===== src/rtl/alu_cmd_sequencer.sv =====
// alu_cmd_sequencer: issues one command at a time to a registered-output 16-bit ALU and returns one response per command
// CLK/RST          clock, asynchronous active-low reset
// CMD_*            command handshake (VALID/READY) carrying A, B, FUN
// ALU_A/B/FUN      registered drive to the ALU; ALU_OUT/ALU_CARRY/class flags come back
// RSP_*            response handshake (VALID/READY) carrying DATA, CARRY, ERR[0]=div-by-zero, ERR[1]=class mismatch
// OP_COUNT         completed responses; ERR_COUNT responses with nonzero ERR (both wrap)
module alu_cmd_sequencer #(
  parameter int         WIDTH    = 16,
  parameter logic [3:0] IDLE_FUN = 4'b1111,
  parameter int         CNT_W    = 16
) (
  input  logic             CLK,
  input  logic             RST,
  input  logic             CMD_VALID,
  output logic             CMD_READY,
  input  logic [WIDTH-1:0] CMD_A,
  input  logic [WIDTH-1:0] CMD_B,
  input  logic [3:0]       CMD_FUN,
  output logic [WIDTH-1:0] ALU_A,
  output logic [WIDTH-1:0] ALU_B,
  output logic [3:0]       ALU_FUN,
  input  logic [WIDTH-1:0] ALU_OUT,
  input  logic             ALU_CARRY,
  input  logic             ALU_ARITH,
  input  logic             ALU_LOGIC,
  input  logic             ALU_CMP,
  input  logic             ALU_SHIFT,
  output logic             RSP_VALID,
  input  logic             RSP_READY,
  output logic [WIDTH-1:0] RSP_DATA,
  output logic             RSP_CARRY,
  output logic [1:0]       RSP_ERR,
  output logic [CNT_W-1:0] OP_COUNT,
  output logic [CNT_W-1:0] ERR_COUNT
);
  localparam logic [1:0] IDLE = 2'd0, ISSUE = 2'd1, CAPTURE = 2'd2, DONE = 2'd3;
  logic [1:0] state;
  logic [3:0] op_fun;
  logic [3:0] cls_exp;
  logic       div0;
  // expected {arith, logic, cmp, shift} for the op in flight
  always_comb
    cls_exp = op_fun <= 4'd3  ? 4'b1000 :
              op_fun <= 4'd9  ? 4'b0100 :
              op_fun <= 4'd12 ? 4'b0010 :
              op_fun <= 4'd14 ? 4'b0001 : 4'b0000;
  assign div0      = CMD_FUN == 4'b0011 && CMD_B == '0;
  // gated by RST so the combinational ready is low while reset is held
  assign CMD_READY = RST && state == IDLE;
  assign RSP_VALID = state == DONE;
  always_ff @(posedge CLK or negedge RST)
    if (!RST) begin
      state     <= IDLE;
      op_fun    <= IDLE_FUN;
      ALU_A     <= '0;
      ALU_B     <= '0;
      ALU_FUN   <= IDLE_FUN;
      RSP_DATA  <= '0;
      RSP_CARRY <= 1'b0;
      RSP_ERR   <= 2'b00;
      OP_COUNT  <= '0;
      ERR_COUNT <= '0;
    end else
      case (state)
        IDLE:
          if (CMD_VALID && CMD_READY) begin
            op_fun  <= CMD_FUN;
            RSP_ERR <= div0 ? 2'b01 : 2'b00;
            if (div0) begin
              // refused without touching the ALU
              RSP_DATA  <= '1;
              RSP_CARRY <= 1'b0;
              state     <= DONE;
            end else begin
              ALU_A   <= CMD_A;
              ALU_B   <= CMD_B;
              ALU_FUN <= CMD_FUN;
              state   <= ISSUE;
            end
          end
        ISSUE: begin
          // ALU samples its inputs on this edge; flags still reflect op_fun
          ALU_FUN    <= IDLE_FUN;
          RSP_ERR[1] <= op_fun != 4'b1111 && {ALU_ARITH, ALU_LOGIC, ALU_CMP, ALU_SHIFT} != cls_exp;
          state      <= CAPTURE;
        end
        CAPTURE: begin
          RSP_DATA  <= ALU_OUT;
          RSP_CARRY <= op_fun <= 4'd1 ? ALU_CARRY : 1'b0;
          state     <= DONE;
        end
        DONE:
          if (RSP_READY) begin
            OP_COUNT <= OP_COUNT + CNT_W'(1);
            if (|RSP_ERR) ERR_COUNT <= ERR_COUNT + CNT_W'(1);
            state <= IDLE;
          end
        default: state <= IDLE;
      endcase
endmodule


===== config.mk =====
export PLATFORM = sky130hd
export DESIGN_NAME = alu_cmd_sequencer
export DESIGN_NICKNAME = d
export VERILOG_FILES = /design/src/rtl/alu_cmd_sequencer.sv
export SDC_FILE = /design/constraint.sdc
export NUM_CORES = 1
export LEC_CHECK = 0
export BUFFER_PORTS_ARGS = -buffer_cell sky130_fd_sc_hd__buf_2
export CAP_MARGIN = 5
export CELL_PAD_IN_SITES_DETAIL_PLACEMENT = 0
export CELL_PAD_IN_SITES_GLOBAL_PLACEMENT = 1
export CORE_MARGIN = 2
export CORE_UTILIZATION = 41
export CTS_CLUSTER_SIZE = 40
export DETAILED_ROUTE_END_ITERATION = 10
export GPL_TIMING_DRIVEN = 0
export PLACE_DENSITY = 0.82
export SLEW_MARGIN = 20
export SYNTH_ARGS = -nofsm -noshare
export SYNTH_HDL_FRONTEND = slang
export SYNTH_SLANG_ARGS = --single-unit

===== constraint.sdc =====
create_clock -name CLK -period 5 [get_ports CLK]
set_input_delay 1 -clock CLK [delete_from_list [all_inputs] [get_ports CLK]]
set_output_delay 1 -clock CLK [all_outputs]
set_load 0.005 [all_outputs]

=== After elaboration in Yosys (flattened, before gate mapping) ===
Cells that the tools add are included.
Widths: inputs -> output; s select.

* Order comparisons: 5
* Divide/modulo/power cells: 0
* Bitwise operators: 1
* Shifts and indexed selects: 0
* Reductions and logical operators: 17
* Multiplexer cells: 21
* $add $sub $neg: 2
* $mul: 0
* Equality and inequality tests: 10

{| class="wikitable"
|+ Operators by type and width
! cell !! number
|-
| $add 16x1->16 const B || 2
|-
| $mux 16 || 2
|-
| $pmux 16 s2 || 1
|-
| $logic_not 16->1 || 1
|-
| $le 4x4->1 const B || 3
|-
| $mux 4 || 3
|-
| $reduce_and 3->1 || 4
|-
| $mux 2 || 5
|-
| $pmux 2 s4 || 1
|-
| $pmux 4 s2 || 1
|-
| $reduce_and 2->1 || 4
|-
| $mux 1 || 5
|-
| $eq 2x2->1 const B || 2
|-
| $eq 4x2->1 const B || 1
|-
| $le 4x1->1 const B || 1
|-
| $le 4x2->1 const B || 1
|-
| $logic_and 1x1->1 || 4
|-
| $ne 2x1->1 const B || 2
|-
| $ne 2x2->1 const B || 2
|-
| $ne 4x4->1 || 1
|-
| $ne 4x4->1 const B || 1
|-
| $pmux 1 s2 || 2
|-
| $reduce_bool 2->1 || 2
|-
| $mux 3 || 1
|-
| other kinds (4) || 4
|}

* Register bits: 93
* Latch bits: 0
* Memories: 0
* Memory bits (read-only): 0
* Output and inout port bits: 89
* Bits of input ports: 61
* Memory bits (writable): 0

=== Depth between registers and ports, before layout ===
Gate-level depths: netlist of run 1.

* Word-level depth: 8
* Mapped depth: 10
* Mapped depth without buffers: 7

=== Worst setup path before layout of run 1 ===
Ideal clock, no wire load.

* Path type: input -> register
* From: input port CMD_B[2]
* To: register ALU_A[0]
* Stages on the path: 6
* Required time: 4,875 ps
* Path buffers: 2
* Arrival: 2,252 ps
* Path slack: 2,624 ps
* Path through: nor4_2 > nand3_2 > o21ai_2 > buf_6 > buf_6 > mux2_2

* Cells in the longest elaborated chain, start to end: 4

{| class="wikitable"
|+ Ends and longest elaborated chain
! item !! RTL line !! RTL
|-
| from (decl) || 17 || <nowiki>input logic [WIDTH-1:0] CMD_B,</nowiki>
|-
| $logic_not 16->1 || 47 || <nowiki>assign div0 = CMD_FUN == 4'b0011 && CMD_B == '0;</nowiki>
|-
| $logic_and 1x1->1 || 47 ||
|-
| $not 1->1 (no source line) || -- ||
|-
| $reduce_and 3->1 (no source line) || -- ||
|-
| to (signal assigned) || 55 || <nowiki>ALU_A <= '0;</nowiki>
|-
| to (signal assigned) || 75 || <nowiki>ALU_A <= CMD_A;</nowiki>
|-
| to (decl) || 19 || <nowiki>output logic [WIDTH-1:0] ALU_A,</nowiki>
|}

No other way between the ends.
A chain may end at the register's enable or synchronous reset.

=== Worst setup path after layout of run 1 ===
* From: input port RST
* To: output port CMD_READY

* Cells in the longest elaborated chain, start to end: 1

{| class="wikitable"
|+ Ends and longest elaborated chain
! item !! RTL line !! RTL
|-
| from (decl) || 13 || <nowiki>input logic RST,</nowiki>
|-
| $logic_and 1x1->1 || 49 || <nowiki>assign CMD_READY = RST && state == IDLE;</nowiki>
|-
| to (decl) || 15 || <nowiki>output logic CMD_READY,</nowiki>
|}

No other way between the ends.

==> results of run 1 <==
-- critical path, cell delays in order --
cell and delay (ns):
buf_6 0.36, buf_16 0.29, and2_1 0.23, buf_2 0.14
-- layout by cell type, fill, tap and decap left out, types with 4 or more instances in the layout --
master     Yosys  layout
dfrtp_1       85      85
buf_2          1     149
and3_1         6       6
dfstp_2        8       8
clkbuf_8       0      10
o22a_1        17      17
xnor2_1       18      18
and4_1         4       4
nor3_1         5       5
mux2_2        34      34
ha_1           6       6
nand3_1       13      13
xor2_1        12      12
o22ai_1        6       6
a21oi_1        4       4
buf_6          6       7
o21ai_0        6       6
inv_1          7       7
nand2_1       26      26
nor2_1         7       7
a2bb2oi_1      4       4
-- cell type report --
class,count,share of cell area (%)
clock buffers,11,2.69
multi-input cells,205,30.6
clock inverters,5,2.02
flip-flops and latches,93,44.4
inverters,7,0.499
well taps,133,3.16
plain buffers,11,1.81
repair buffers,150,14.8
-- worst paths after layout --
path	start	endpoint	slack (ns)	cells after the start
max	RST	CMD_READY	1.94	4
min	OP_COUNT[15]$_DFFE_PN0P_	OP_COUNT[15]$_DFFE_PN0P_	0.46	1
max reg2reg	state[1]$_DFFE_PN0P_	RSP_CARRY$_DFFE_PN0P_	2.90	7
min reg2reg	OP_COUNT[15]$_DFFE_PN0P_	OP_COUNT[15]$_DFFE_PN0P_	0.46	1
max in group asynchronous	RST	ALU_FUN[3]$_DFFE_PN1P_	3.79	2
min in group asynchronous	RST	ERR_COUNT[13]$_DFFE_PN0P_	0.56	1
-- metrics by stage --
stage	hold slack, ns	util [%]	power, mW	setup WS [ns]	area, µm²
global placement	0.452	51.4	2.19	0.913	4980
detailed placement	0.453	51.8	2.24	1.89	5010
finish	0.465	54.3	2.83	1.94	5260
CTS	0.469	54.3	2.87	1.88	5260
global route	0.475	54.3	3.03	1.81	5260
floorplan	0.465	-	1.80	2.62	4070
-- power groups by stage --
stage,logic [mW],clock network [mW],registers (mW)
after detailed placement,1.02,0,1.22
final,1.01,0.615,1.21
after global placement,0.990,0,1.20
after floorplan,0.581,0,1.22
after global routing,1.12,0.661,1.24
after CTS,1.03,0.635,1.21
-- state kept, by name (all words and copies together), names as in the netlist --
register and flops:
op_fun 4, ALU_B 16, state 2, RSP_ERR 2, OP_COUNT 16, RSP_DATA 16, RSP_CARRY 1, ALU_FUN 4
ERR_COUNT 16, ALU_A 16
-- cell families after synthesis --
family / count (synthesis)
AO/OA/AOI/OAI: 50
flip-flops: 93
adder cells (fa/ha/maj): 6
AND/OR/NAND/NOR: 84
multiplexers: 35
XOR/XNOR: 30
buffers and inverters: 18
-- routing by layer --
layer / wire length [µm] / global-route usage (%) / vias up / share of wire [%]
met2: 4120 / 28.1 / 116 / 46
li1: - / - / 1456 / -
met3: 798 / 6.36 / 16 / 8.9
met1: 3860 / 21.4 / 1497 / 43
met4: 168 / 7.72 / 0 / 1.9
met5: 0 / 0 / - / 0
==> key figures, run 1 <==
Timing
  – Fin crit share: about three fifths
  – Final setup vio count: 0
  – Peak Freq: about 330 MHz
  – Final Max Slew Viols: 0
  – Post-Route Setup TNS: 0 ns
  – Relative slew margins: between 60 and 70%
  – Post-route clock skew: approximately 0.014 ns
  – Unrepaired setup endpoints after global routing: false
  – Slew at the pin with the worst max-slew slack: 0.466 ns
  – Final Hold Fails: 0
  – Crit path time final: about 3.1 ns

Synth
  – Sequential cell area fraction in the yosys report: a little under three fifths
  – Post-synth top flop: dfrtp_1
  – Yosys top cell area share: between 50% and 60%
  – Top-count cell post-synth: dfrtp_1
  – Cells after synthesis: between 300 and 400
  – Syn Nets: around 380
  – Asr flop ratio synth: 100%
  – Compound-Gate Fraction of Synth Area: 9.94%
  – Mapped cell area: roughly 0.0041 mm²
  – Largest family of logic cells by synthesized area: simple AND/OR/NAND/NOR gates
  – Post-synthesis mux area share: under 10%
  – Synth Area in Adders: between 1.5 and 2%
  – Mean Syn Cell Area: 12.9 µm²
  – Post-synth EDFFs: 0
  – Top cells by count, synth: dfrtp_1, mux2_2, nand2_1, xnor2_1, o22a_1
  – Yosys cell types: between 40 and 50
  – FF+latch count, synth: 93
  – Simple-gate share of the synthesized area: between 10% and 20%
  – Xor-xnor portion of the synthesized cell area: 6.46%
  – Leading area contributor after synthesis: dfrtp_1
  – Leading post-synthesis cells by cell area: dfrtp_1, mux2_2, dfstp_2
  – Synth Warn #: 0

Global route
  – Pin count of the biggest net entering global routing: 49
  – First-pass GRT wire length: approximately 15 mm
  – Total track usage: ~18%
  – GR Overflow Total: 0
  – Antenna violations before repair: 0
  – Number of global-route vias before repair: roughly 3200

Cells and area
  – Register Area: around 0.0023 mm²
  – Syn-to-layout area delta: 29.3%
  – Final Non-Filler Cells: 615
  – Fillers: roughly 870
  – Footprint of the multi-input gates: about 0.0016 mm²
  – Share of post-route cells with drive strength above 1: ~47%
  – Net count, final: between 500 and 600
  – Antenna fix cells: 0

Place
  – PortBufs: approximately 150
  – Placed cells: ~600
  – Post-DP HPWL: roughly 6.8 mm
  – Placer Congestion: 0.779

Routing
  – Post-DR wirelength/cell: ~15 µm
  – Routed wire length: 8.95 mm
  – DRC: 0
  – DRT Pass-1 Iters: 4
  – Antenna-violating nets left: 0
  – Via count: ~3000
  – Vias per cell: between 5 and 6
  – Number of DRC markers in iteration 0: 95

Pwr
  – PwrDens: roughly 540 mW/mm²
  – Max VDD drop: about 280 µV
  – Clk pwr share: a little over a fifth
  – P_leak: ~2.6 nW
  – Switching power total: 0.889 mW
  – Flop pwr share: a little over two fifths
  – Internal: approximately 1.9 mW
  – Combinational group share of total power: between 30% and 40%
  – Sw frac: approximately a third

Worst setup path
  – Worst Path Arrival: slightly above 2 ns
  – Max Fanout on Critical Path: 48
  – Worst Path Required: roughly 4 ns
  – Crit start category: input port
  – Crit. End Element: output pin
  – Kind of critical path: input port to output pin

Clocking
  – Clk buf depth: 2
  – Post-CTS sizing: 0
  – Clock Latency Late Sink: approximately 0.37 ns
  – CTS sink cnt: 93
  – Hold-fix buffers at CTS: 0
  – Clock transition at path regs: roughly 0.090 ns
  – CTS root buf: clkbuf_8
  – Post-CTS Setup Bufs: 0
  – Htree depth: 3
  – CTS buffer count: 9
  – CTS tree: built

Floorplanning
  – Die ar.: around 0.011 mm²
  – Core area: just under 0.01 mm²
  – Die Ht: about 100 µm
  – IO Count: 150
  – Initial Util: 42.0%
  – Die W: roughly 100 µm
  – Row count: 36

Status
  – Status: completed

Flow run
  – Max-Cap Viols: 0

Worst hold path
  – Class of the worst hold path: flip-flop to flip-flop
Note: power is estimated with default switching activity, not from simulation.
==> run 2, diff against run 1 <==
CORE_UTILIZATION = 34   (was 41)
PLACE_DENSITY = 0.72   (was 0.82)
clock period = 2.5 ns   (was 5 ns; I/O delays follow)
==> run 2 against run 1 <==
  * First-iteration DRC count up 66%
  * Cell area increased by 0.81%
  * Clock skew down 0.0076 ns
  * Flip-flop and latch count is the same
  * Die area rose by 20%
  * Utilization fell by 8.5 points
  * Sequential share of layout area shrank 0.36 points
  * Largest cell class unchanged
==> key figures, run 2 (synthesized netlist as in run 1, its figures left out) <==
Cells and area
  – Net count, final: 544 (unchanged)
  – Fillers: 1117 (+29%)
  – Syn-to-layout area delta: 30.4%
  – Final instance area: 0.00530 mm² (+0.81%)
  – Antenna fix cells: 0 (unchanged)
  – Commonest non-fill, non-tap cell in the layout: buf_2
  – Share of post-route cells with drive strength above 1: 46.6% (-0.11 points)
  – Most frequent cells in the layout: buf_2, dfrtp_1, mux2_2, nand2_1, xnor2_1

Routing
  – DRT Pass-1 Iters: 4 (unchanged)
  – Vias per cell: 4.85 (-3.3%)
  – Top layer in use: met4
  – Detail Route met2 WL: 4.34 mm (+5.3%)
  – Antenna-violating nets left: 0 (unchanged)
  – Routed wire length: 9.32 mm (+4.2%)
  – DRC: 0 (unchanged)
  – Number of DRC markers in iteration 0: 158 (+66%)
  – Wl on met1: 4.08 mm (+5.7%)
  – Post-DR wirelength/cell: 14.9 µm (+2.7%)
  – WL met3: 783 µm (-1.9%)
  – Via count: 3027 (-1.9%)

Worst setup path
  – Worst Path Required: 2.73 ns (-1.27 ns)
  – Worst Path Arrival: 2.38 ns (+0.32 ns)
  – Max Fanout on Critical Path: 10 (-79%)
  – Crit start category: flip-flop
  – Start point of the critical path: state[0]$_DFFE_PN0P_
  – R2R Path Start: state[0]$_DFFE_PN0P_
  – Kind of critical path: flip-flop to flip-flop
  – R2r setup slk: 0.35 ns (-2.55 ns)
  – Crit. End Element: flip-flop
  – FF-to-FF End: RSP_CARRY$_DFFE_PN0P_
  – Worst Reg-to-Reg Cells: 7 (unchanged)

Pwr
  – P_leak: 2.61 nW (+0.35%)
  – PwrDens: 1080 mW/mm² (+100%)
  – Tot Pwr: 5.73 mW (+100%)
  – Max VDD drop: 709 µV (+150%)

Clocking
  – Post-CTS sizing: 0 (unchanged)
  – Clock Latency Late Sink: 0.35 ns (-0.02 ns)
  – Post-CTS Setup Bufs: 0 (unchanged)
  – Clk buf depth: 2 (unchanged)
  – Hold-fix buffers at CTS: 0 (unchanged)
  – Htree depth: 3 (unchanged)
  – CTS root buf: clkbuf_16
  – CTS tree: built
  – CTS buffer count: 9 (unchanged)
  – Clock transition at path regs: 0.06 ns (-0.03 ns)
  – CTS sink cnt: 93 (unchanged)

Place
  – Post-DP HPWL: 6.96 mm (+3.0%)
  – Pre-CTS setup slack: 0.189 ns (-1.70 ns)
  – PortBufs: 149 (unchanged)
  – Placer Congestion: 0.750 (-3.7%)
  – Post-Place Cell Area: 0.00503 mm² (+0.25%)

Floorplanning
  – Initial Util: 35.2% (-6.8 points)
  – Die W: 113 µm (+9.4%)
  – Row count: 39 (+8.3%)
  – Core area: 0.0116 mm² (+19%)
  – Die Ht: 113 µm (+9.4%)
  – IO Count: 150 (unchanged)
  – Die ar.: 0.0129 mm² (+20%)

Timing
  – Hold WS: 0.0621 ns (-0.403 ns)
  – Peak Freq: 466 MHz
  – Setup slack after layout: 0.352 ns (-1.58 ns)
  – Crit path time final: 2.15 ns
  – Fin crit share: between 80% and 90%
  – Slew at the pin with the worst max-slew slack: 0.469 ns (+0.00308 ns)
  – Final setup vio count: 0 (unchanged)
  – Unrepaired setup endpoints after global routing: false
  – Final Max Slew Viols: 0 (unchanged)
  – Post-route clock skew: 0.00595 ns (-0.00758 ns)
  – Final Hold Fails: 0 (unchanged)
  – Relative slew margins: 68.5% (-0.45 points)

Status
  – Status: completed

Flow run
  – Max-Cap Viols: 0 (unchanged)

Global route
  – Number of global-route vias before repair: 3133 (-2.7%)
  – Total track usage: 15.3% (-2.3 points)
  – Pin count of the biggest net entering global routing: 52 (+6.1%)
  – First-pass GRT wire length: 15.4 mm (+0.81%)
  – Antenna violations before repair: 1 (+1)
  – GR Overflow Total: 0 (unchanged)

Worst hold path
  – Class of the worst hold path: input port to asynchronous set/reset pin
run 2: cell types whose count changed in the layout (fill, tap and decap cells not counted), sizes merged:
cell,before,now
inv,8,7
clkbuf,13,14
clkinv,1,2
clkinvlp,0,1
bufinv,3,0
run 2: worst max-delay path: stages, from the launching register on:
cell and delay (ns):
dfrtp_1 0.42, inv_1 0.10, ha_1 0.14, buf_4 0.18, and2_1 0.21, nand2_4 0.12, o32ai_4 0.50, mux2_1 0.37
run 2: layout make-up:
type                            count  area [µm²]  area share [%]
Tap cell                          143         179            3.37
Inverter                            7        26.3           0.495
Multi-Input combinational cell    205        1610            30.3
Timing Repair Buffer              150         779            14.7
Clock buffer                       12         256            4.84
Clock inverter                      3        21.3           0.401
Buffer                             11        95.1            1.79
Sequential cell                    93        2340            44.1
run 2: layer usage:
| metal | GRT usage, % | up-vias |
|---|---|---|
| met5 | 0 | - |
| met4 | 4.23 | 0 |
| met3 | 7.39 | 10 |
| met2 | 23.5 | 106 |
| met1 | 19.3 | 1454 |
| li1 | - | 1457 |
run 2: report_power, final:
group | internal [mW] | total (mW) | switching (mW)
clock | 0.723 | 1.29 | 0.569
sequential | 2.08 | 2.41 | 0.332
combinational | 1.10 | 2.02 | 0.916
run 2: worst max-delay path by stage:
stage                            end  slack, ns  cells after the start
5_1_grt        RSP_CARRY$_DFFE_PN0P_       0.20                      7
2_1_floorplan  RSP_CARRY$_DFFE_PN0P_       0.57                      7
6_report       RSP_CARRY$_DFFE_PN0P_       0.35                      7
3_3_place_gp   RSP_CARRY$_DFFE_PN0P_      -1.11                      5
4_1_cts        RSP_CARRY$_DFFE_PN0P_       0.33                      7
3_5_place_dp   RSP_CARRY$_DFFE_PN0P_       0.19                      5
run 2: stage by stage:
stage               setup TNS, ns  util (%)  instances
finish                          0      45.9        624
global route                    0      45.9        624
CTS                             0      45.9        624
detailed placement              0      43.5        609
global placement           -55.40      43.2        608
floorplan                       0         -        316
==> run 3, diff against run 2 <==
MAX_ROUTING_LAYER = met4   (was not set)
==> run 3 against run 2 <==
  * Worst setup slack improved by 0.0055 ns
  * Routed wire length fell by 0.12%
  * Die area unchanged
  * Total power hardly changed
  * Count of clock-buffer cells in the layout did not move
  * Via count increased by 0.26%
  * Cell area about the same
  * Combinational power about the same
  * Largest cell class unchanged
==> key figures, run 3 (synthesized netlist as in run 1, its figures left out) <==
Clocking
  – Clock transition at path regs: 0.06 ns (about the same)
  – CTS buffer count: 9 (unchanged)
  – Hold-fix buffers at CTS: 0 (unchanged)
  – Clk buf depth: 2 (unchanged)
  – Clock Latency Late Sink: 0.35 ns (about the same)
  – CTS sink cnt: 93 (unchanged)
  – Post-CTS Setup Bufs: 0 (unchanged)
  – Htree depth: 3 (unchanged)
  – CTS tree: built
  – Post-CTS sizing: 0 (unchanged)
  – CTS root buf: clkbuf_16

Floorplanning
  – IO Count: 150 (unchanged)
  – Row count: 39 (unchanged)
  – Die ar.: 0.0129 mm² (unchanged)
  – Initial Util: 35.2% (unchanged)
  – Die Ht: 113 µm (unchanged)
  – Die W: 113 µm (unchanged)
  – Core area: 0.0116 mm² (unchanged)

Worst setup path
  – Max Fanout on Critical Path: 10 (unchanged)
  – Worst Path Arrival: 2.37 ns (about the same)
  – Crit. End Element: flip-flop
  – Slowest CP cell: o32ai_4
  – R2r setup slk: 0.36 ns (about the same)
  – CP cell instances: inv_1 > ha_1 > buf_4 > and2_1 > nand2_4 > o32ai_4 > mux2_1
  – FF-to-FF End: RSP_CARRY$_DFFE_PN0P_
  – Critical Path Max Stage Delay: 0.50 ns (about the same)
  – Worst Reg-to-Reg Cells: 7 (unchanged)
  – Worst Path Required: 2.73 ns (about the same)
  – Start point of the critical path: state[0]$_DFFE_PN0P_
  – R2R Path Start: state[0]$_DFFE_PN0P_
  – Kind of critical path: flip-flop to flip-flop
  – Crit start category: flip-flop

Pwr
  – Max VDD drop: 708 µV (-0.17%)
  – Switching power total: 1.82 mW (about the same)
  – Internal: 3.91 mW (about the same)
  – Sw frac: 31.7% (about the same)
  – P_leak: 2.61 nW (about the same)
  – Flop pwr share: 42.2% (about the same)
  – Clk pwr share: 22.6% (about the same)
  – PwrDens: 1080 mW/mm² (about the same)
  – Combinational group share of total power: 35.3% (about the same)

Timing
  – Final Hold Fails: 0 (unchanged)
  – Final Max Slew Viols: 0 (unchanged)
  – Unrepaired setup endpoints after global routing: false
  – Fin crit share: 85.7% (-0.22 points)
  – Crit path time final: 2.14 ns (-0.00550 ns)
  – Final setup vio count: 0 (unchanged)
  – Setup slack after layout: 0.357 ns (+0.00550 ns)
  – Relative slew margins: 68.5% (about the same)
  – Post-route clock skew: 0.00646 ns (+0.000507 ns)
  – Slew at the pin with the worst max-slew slack: 0.469 ns (+0.00000179 ns)
  – Peak Freq: 467 MHz (+0.26%)

Place
  – Post-Place Cell Area: 0.00503 mm² (unchanged)
  – Placer Congestion: 0.759 (+1.3%)
  – PortBufs: 149 (unchanged)
  – Post-DP HPWL: 6.96 mm (unchanged)
  – Pre-CTS setup slack: 0.189 ns (unchanged)

Routing
  – DRC: 0 (unchanged)
  – Antenna-violating nets left: 0 (unchanged)
  – Vias per cell: 4.86 (+0.10%)
  – Routed wire length: 9.31 mm (-0.12%)
  – Post-DR wirelength/cell: 14.9 µm (-0.28%)
  – DRT Pass-1 Iters: 4 (unchanged)
  – Via count: 3035 (+0.26%)
  – Number of DRC markers in iteration 0: 159 (+0.63%)

Cells and area
  – Register Area: 0.00234 mm² (unchanged)
  – Fillers: 1118 (+0.090%)
  – Commonest non-fill, non-tap cell in the layout: buf_2
  – Most frequent cells in the layout: buf_2, dfrtp_1, mux2_2, nand2_1, xnor2_1
  – Net count, final: 544 (unchanged)
  – Footprint of the multi-input gates: 0.00161 mm² (unchanged)
  – Final instance area: 0.00531 mm² (about the same)
  – Syn-to-layout area delta: 30.5% (about the same)
  – Share of post-route cells with drive strength above 1: 46.6% (unchanged)

Global route
  – Pin count of the biggest net entering global routing: 52 (unchanged)
  – First-pass GRT wire length: 15.4 mm (unchanged)
  – GR Overflow Total: 0 (unchanged)
  – Total track usage: 15.7% (+0.47 points)
  – Number of global-route vias before repair: 3136 (+0.096%)
  – Antenna violations before repair: 1 (unchanged)

Status
  – Status: completed

Flow run
  – Max-Cap Viols: 0 (unchanged)

Worst hold path
  – Class of the worst hold path: input port to asynchronous set/reset pin
-- run 3: cell types whose count changed in the layout (fill, tap and decap cells not counted) --
cell     before  now
diode_2       0    1
-- run 3: layer usage --
layer | wire length, µm | vias up | global-route usage (%)
met4 | 121 | 0 | 4.23
met3 | 620 | 11 | 6.38
li1 | - | 1461 | -
met1 | 4290 | 1454 | 20.0
met5 | 0 | - | -
met2 | 4280 | 109 | 23.4
-- run 3: cell type report --
| class | instances | share of cell area (%) |
|---|---|---|
| timing repair buffer | 150 | 14.7 |
| inverter | 7 | 0.495 |
| antenna | 1 | 0.0472 |
| buffer | 11 | 1.79 |
| clock buffer | 12 | 4.83 |
| multi-input combinational | 205 | 30.3 |
| sequential | 93 | 44.0 |
| clock inverter | 3 | 0.401 |
| tap | 143 | 3.37 |
-- run 3: worst max path at each step --
stage	endpoint	slack, ns	cells past startpoint
2_1_floorplan	RSP_CARRY$_DFFE_PN0P_	0.57	7
3_3_place_gp	RSP_CARRY$_DFFE_PN0P_	-1.11	5
3_5_place_dp	RSP_CARRY$_DFFE_PN0P_	0.19	5
4_1_cts	RSP_CARRY$_DFFE_PN0P_	0.33	7
5_1_grt	RSP_CARRY$_DFFE_PN0P_	0.20	7
6_report	RSP_CARRY$_DFFE_PN0P_	0.36	7
-- run 3: metrics by stage --
stage / TNS, ns / hold WS [ns] / total power [mW] / utilization (%) / instances
4_1_cts: 0 / 0.0741 / 5.82 / 45.9 / 624
6_report: 0 / 0.0669 / 5.72 / 45.9 / 625
3_5_place_dp: 0 / 0.452 / 4.50 / 43.5 / 609
5_1_grt: 0 / 0.0902 / 6.15 / 45.9 / 625
3_3_place_gp: -55.40 / 0.452 / 4.42 / 43.2 / 608
2_1_floorplan: 0 / 0.204 / 3.61 / - / 316
-- run 3: critical path, delay by kind of cell, from the launching register on --
kind / cells / cell delay [ns]
buf+inv: 2 / 0.28
fa+ha+maj: 1 / 0.14
flops: 1 / 0.41
compound gates: 1 / 0.50
simple gates: 2 / 0.33
mux: 1 / 0.37
-- run 3: power by group through the flow --
stage | combinational (mW) | clock [mW] | sequential, mW
global route | 2.26 | 1.39 | 2.50
global placement | 2.00 | 0 | 2.41
finish | 2.02 | 1.29 | 2.41
CTS | 2.06 | 1.34 | 2.42
floorplan | 1.16 | 0 | 2.45
detailed placement | 2.06 | 0 | 2.44
